<file path="config.mk">
export PLATFORM = sky130hd
export DESIGN_NAME = nor_arbiter
export DESIGN_NICKNAME = d
export VERILOG_FILES = /design/src/rtl/nor_arbiter.sv
export SDC_FILE = /design/constraint.sdc
export NUM_CORES = 1
export LEC_CHECK = 0
export ABC_AREA = 1
export CAP_MARGIN = 20
export CORE_MARGIN = 3
export CORE_UTILIZATION = 40
export CTS_BUF_LIST = sky130_fd_sc_hd__clkbuf_4 sky130_fd_sc_hd__clkbuf_8 sky130_fd_sc_hd__clkbuf_16
export CTS_CLUSTER_SIZE = 14
export DETAILED_ROUTE_END_ITERATION = 7
export GPL_ROUTABILITY_DRIVEN = 0
export PLACE_DENSITY = 0.83
export SLEW_MARGIN = 30
export SYNTH_ARGS = -nofsm -noshare
export SYNTH_HDL_FRONTEND = slang
export SYNTH_SLANG_ARGS = --single-unit
</file>
<file path="constraint.sdc">
create_clock -name clk -period 2.73 [get_ports clk]
set_clock_uncertainty 0.2 [all_clocks]
set_input_delay 0.546 -clock clk [delete_from_list [all_inputs] [get_ports clk]]
set_output_delay 0.546 -clock clk [all_outputs]
set_load 0.01 [all_outputs]
</file>
<file path="src/rtl/nor_arbiter.sv">
// nor_arbiter: round-robin arbiter sharing one registered NOR-only logic unit among N requesters.
// Define NOR_ARB_PRIO_EN to give requester 0 strict priority over the round-robin group.
module nor_arbiter #(
  parameter int N   = 4,
  parameter int W   = 1,
  parameter int IDW = 2
) (
  input  logic             clk,
  input  logic             rst_n,
  input  logic [N-1:0]     req,
  input  logic [N*W-1:0]   a,
  input  logic [N*W-1:0]   b,
  input  logic [2*N-1:0]   op,
  output logic [N-1:0]     gnt,
  output logic [W-1:0]     s,
  output logic [IDW-1:0]   s_id,
  output logic             s_valid,
  input  logic             s_ready
);

  localparam int PW = (N > 1) ? $clog2(N) : 1;

  logic [PW-1:0]  ptr_q, ptr_d;
  logic [W-1:0]   s_q, s_d;
  logic [IDW-1:0] s_id_q, s_id_d;
  logic           s_valid_q, s_valid_d;

  logic           stall, found, grant_en;
  logic [PW-1:0]  pick, scan;
  logic [N-1:0]   cand;
  logic [W-1:0]   op_a, op_b;
  logic [1:0]     op_sel;
  logic [W-1:0]   f_nor, f_or, f_and, f_nand, f_out;

  // One 2-input NOR cell, applied bitwise; every unit function is a network of these.
  function automatic logic [W-1:0] nor2(input logic [W-1:0] x, input logic [W-1:0] y);
    return ~(x | y);
  endfunction

  // NOTE: every variable gets a default before any conditional write so no latch is inferred.
  always_comb begin
    cand  = req;
    found = 1'b0;
    pick  = '0;
    scan  = '0;
`ifdef NOR_ARB_PRIO_EN
    found   = req[0];
    cand[0] = 1'b0;
`endif
    for (int i = 0; i < N; i++) begin
      scan = PW'((int'(ptr_q) + i) % N);
      if (!found && cand[scan]) begin
        found = 1'b1;
        pick  = scan;
      end
    end
  end

  assign stall    = s_valid_q && !s_ready;
  assign grant_en = found && !stall && rst_n;
  assign gnt      = grant_en ? (N'(1) << pick) : '0;

  always_comb begin
    op_a   = '0;
    op_b   = '0;
    op_sel = '0;
    for (int i = 0; i < N; i++) begin
      if (pick == PW'(i)) begin
        op_a   = a[i*W +: W];
        op_b   = b[i*W +: W];
        op_sel = op[2*i +: 2];
      end
    end
  end

  // OR, AND and NAND are derived by feeding NOR outputs back into further NOR cells.
  assign f_nor  = nor2(op_a, op_b);
  assign f_or   = nor2(f_nor, f_nor);
  assign f_and  = nor2(nor2(op_a, op_a), nor2(op_b, op_b));
  assign f_nand = nor2(f_and, f_and);

  always_comb begin
    unique case (op_sel)
      2'b00:   f_out = f_nor;
      2'b01:   f_out = f_or;
      2'b10:   f_out = f_and;
      default: f_out = f_nand;
    endcase
  end

  always_comb begin
    ptr_d     = ptr_q;
    s_d       = s_q;
    s_id_d    = s_id_q;
    s_valid_d = s_valid_q;
    if (grant_en) begin
      s_d       = f_out;
      s_id_d    = IDW'(pick);
      s_valid_d = 1'b1;
`ifdef NOR_ARB_PRIO_EN
      // Priority grants to requester 0 leave the round-robin position untouched.
      if (pick != '0)
        ptr_d = (int'(pick) == N - 1) ? '0 : pick + 1'b1;
`else
      ptr_d = (int'(pick) == N - 1) ? '0 : pick + 1'b1;
`endif
    end else if (s_valid_q && s_ready) begin
      s_valid_d = 1'b0;
    end
  end

  // NOTE: sequential state uses non-blocking assignments so all flops update together.
  always_ff @(posedge clk or negedge rst_n) begin
    if (!rst_n) begin
      ptr_q     <= '0;
      s_q       <= '0;
      s_id_q    <= '0;
      s_valid_q <= 1'b0;
    end else begin
      ptr_q     <= ptr_d;
      s_q       <= s_d;
      s_id_q    <= s_id_d;
      s_valid_q <= s_valid_d;
    end
  end

  assign s       = s_q;
  assign s_id    = s_id_q;
  assign s_valid = s_valid_q;

endmodule

</file>
==> key figures <==
Die
  • Ports: 31
  • Initial core utilization: 0.432
  • Core area: around 1700 um2
  • Die Area: approximately 2400 um2
  • Die width: approximately 49 um
  • FP Rows: 15
  • DIE HEIGHT: between 40 and 50 um

Placement
  • DP Worst Slack: -744 ps
  • Number of I/O port buffers: 30
  • Hpwl dp: 1920 um

Worst setup path
  • CP Capture Type: primary output
  • Crit path cell chain: dlygate4sd2_1 > inv_2 > nand2_2 > nand3_2 > nand2_4 > nor2_4 > nand3_1 > inv_1 > nor2_2 > nand2_2 > buf_6 > ha_4 > inv_2 > nor2_2 > buf_2
  • Cell family with most CP delay: simple AND/OR/NAND/NOR gates
  • Worst reg-to-reg path cell count: 22
  • Required time of the critical path: around 2000 ps
  • CP Max Fanout: 4
  • WP buf/inv: 6
  • Worst setup SP type: input port
  • CP arrival: approximately 2200 ps
  • Crit path max-delay cell type: dlygate4sd2_1
  • Crit path kind: input port to primary output
  • Worst path max stage delay: about 260 ps
  • Levels on crit path: 15

Timing
  • RSZ-0062 raised after global routing: yes
  • Slew HR: 0.804
  • Slew Viols, Final: 0
  • Final hold violations: 0
  • Setup slack after layout: -221 ps
  • Final setup viols: 5
  • Worst slew pin tran: 291 ps
  • Maximum clock rate: approximately 340 MHz
  • Final worst path period need: between 2000 and 3000 ps
  • Final period utilization: 1.08

Run status
  • Failing checks: setup timing
  • Outcome: finished, violations left

Synth
  • Syn_area_per_cell: 5.72 um2
  • Register area share after synthesis: 0.199
  • Synth Warn #: 0
  • Synth Net Count: 159
  • Synth unique cells: 19
  • Yosys reg bits: 6
  • Syn Inst Count: 132
  • Mapped cell area: approximately 750 um2

Route
  • Met2 routed wirelength: between 1500 and 2000 um
  • DR vias: between 1000 and 1500
  • Final wirelength: 3550 um
  • Uppermost layer routed: met4
  • Antenna Nets Post-Route: 0
  • Initial DRC count: 69
  • DRC Markers: 0
  • WL met1: between 1000 and 1500 um
  • DRT Pass-1 Iters: 4
  • Met3 WL post-DR: 314 um
  • Via density: ~5.5
  • DR WL/cell: ~16 um

Global route
  • GRT Util Overall: 0.282
  • Initial antenna violation count: 0
  • Remaining global-route overflow: 0
  • First-pass GRT wire length: between 5000 and 6000 um
  • Vias in the first global route: ~1200
  • Largest net degree at the start of global routing: 9

Clocking
  • Worst-path clk slew: around 40 ps
  • Clk_lat worst skew: between 200 and 250 ps
  • CTS Buf Count: 3
  • CTS root buf: clkbuf_4
  • # clock sinks: 6
  • CTS tree: done
  • H-tree levels: 1
  • CTS max path bufs: 2

Hold path
  • Worst hold path class: register to register
  • Hold Path Depth: 2

Pwr
  • Power Dens Cells: about 1700 nW/um2
  • Total power: roughly 0.0025 W
  • Leak Pwr: between 0.7 and 0.8 nW
  • Worst vdd rail ir drop: about 1.0 mV

Cells and area
  • # diodes: 0
  • Area Growth Syn to Fin: 98.7%
  • Final nets: 229
  • Share of layout cells above drive strength 1: 0.470

Run
  • Max cap viols: 0
-- cell type report --
type / instances / area, um2
tap: 25 / 31.3
inverter: 19 / 81.3
multi-input combinational: 106 / 651
timing repair buffer: 66 / 561
sequential: 6 / 153
clock buffer: 3 / 22.5
fill: 94 / 246
-- layout by cell type, fill, tap and decap left out, drive strengths merged, types with 3 or more instances in the layout --
master,instances
nand2,58
buf,40
clkdlybuf4s50,22
inv,19
nand3,17
nor2,13
dfrtp,6
o21ai,5
a21oi,4
ha,4
dlygate4sd2,4
clkbuf,3
-- metrics by stage --
step            util  TNS (ps)  instances  area, um2  hold WS [ps]
5_1_grt        0.859     -1510        225       1500           330
3_3_place_gp   0.721     -2800        210       1260           268
3_5_place_dp   0.721     -3290        210       1260           282
6_report       0.859      -969        225       1500           290
4_1_cts        0.831      -125        224       1450           293
2_1_floorplan      -         0        132        754          50.4
-- timing repair --
action	4_1_cts	5_1_grt
hold buffers	0	0
pin swaps	15	5
setup endpoints to repair	5	5
setup buffers	11	1
resized for setup	58	16
-- worst min-delay path, delay by kind of cell, from the launching register on --
family / cells / cell delay [ps]
DFF: 1 / 350
and+or+nand+nor: 2 / 110
-- Yosys cell counts, drive strengths merged --
cell type	instances	area, um2
a21oi	4	20.0
buf	1	7.51
dfrtp	6	150
ha	4	50.1
inv	19	71.3
nand2	58	233
nand3	17	100
nand3b	1	7.51
nand4	1	6.26
nor2	13	63.8
nor3	1	5.00
o211ai	1	7.51
o21ai	5	25.0
o21bai	1	7.51
-- final timing paths --
path	from	endpoint	slack (ps)
max	req[0]	gnt[2]	-220
min	s$_DFFE_PN0P_	s$_DFFE_PN0P_	290
max reg2reg	ptr_q[1]$_DFFE_PN0P_	s$_DFFE_PN0P_	-170
min reg2reg	s$_DFFE_PN0P_	s$_DFFE_PN0P_	290
max in group asynchronous	rst_n	ptr_q[1]$_DFFE_PN0P_	1780
min in group asynchronous	rst_n	ptr_q[0]$_DFFE_PN0P_	420
-- sequential cells by signal (all words and copies together) (netlist names) --
register,cells
ptr_q,2
s_id,2
s,1
s_valid,1
-- power by group --
group          total (W)  internal, W  leakage, nW  switching, W
registers       0.000184     0.000134       0.0704     0.0000500
clock network  0.0000789    0.0000495       0.0138     0.0000294
logic            0.00223      0.00106        0.677       0.00116
total            0.00249      0.00125        0.761       0.00124
-- logic make-up (layout without fill, tap and decap cells) --
logic type | after synthesis | after routing | synth area share
compound gates | 11 | 11 | 0.0796
flops | 6 | 6 | 0.199
fa+ha+maj | 4 | 4 | 0.0663
buf+inv | 20 | 88 | 0.104
simple gates | 91 | 91 | 0.551
-- routing by layer --
layer  vias to the layer above  global-route usage
li1                        555                   -
met1                       550               0.330
met2                       101               0.489
met3                        32              0.0459
met4                         0               0.147
met5                         -                   0
No activity file was read; power rests on OpenSTA's default activity.
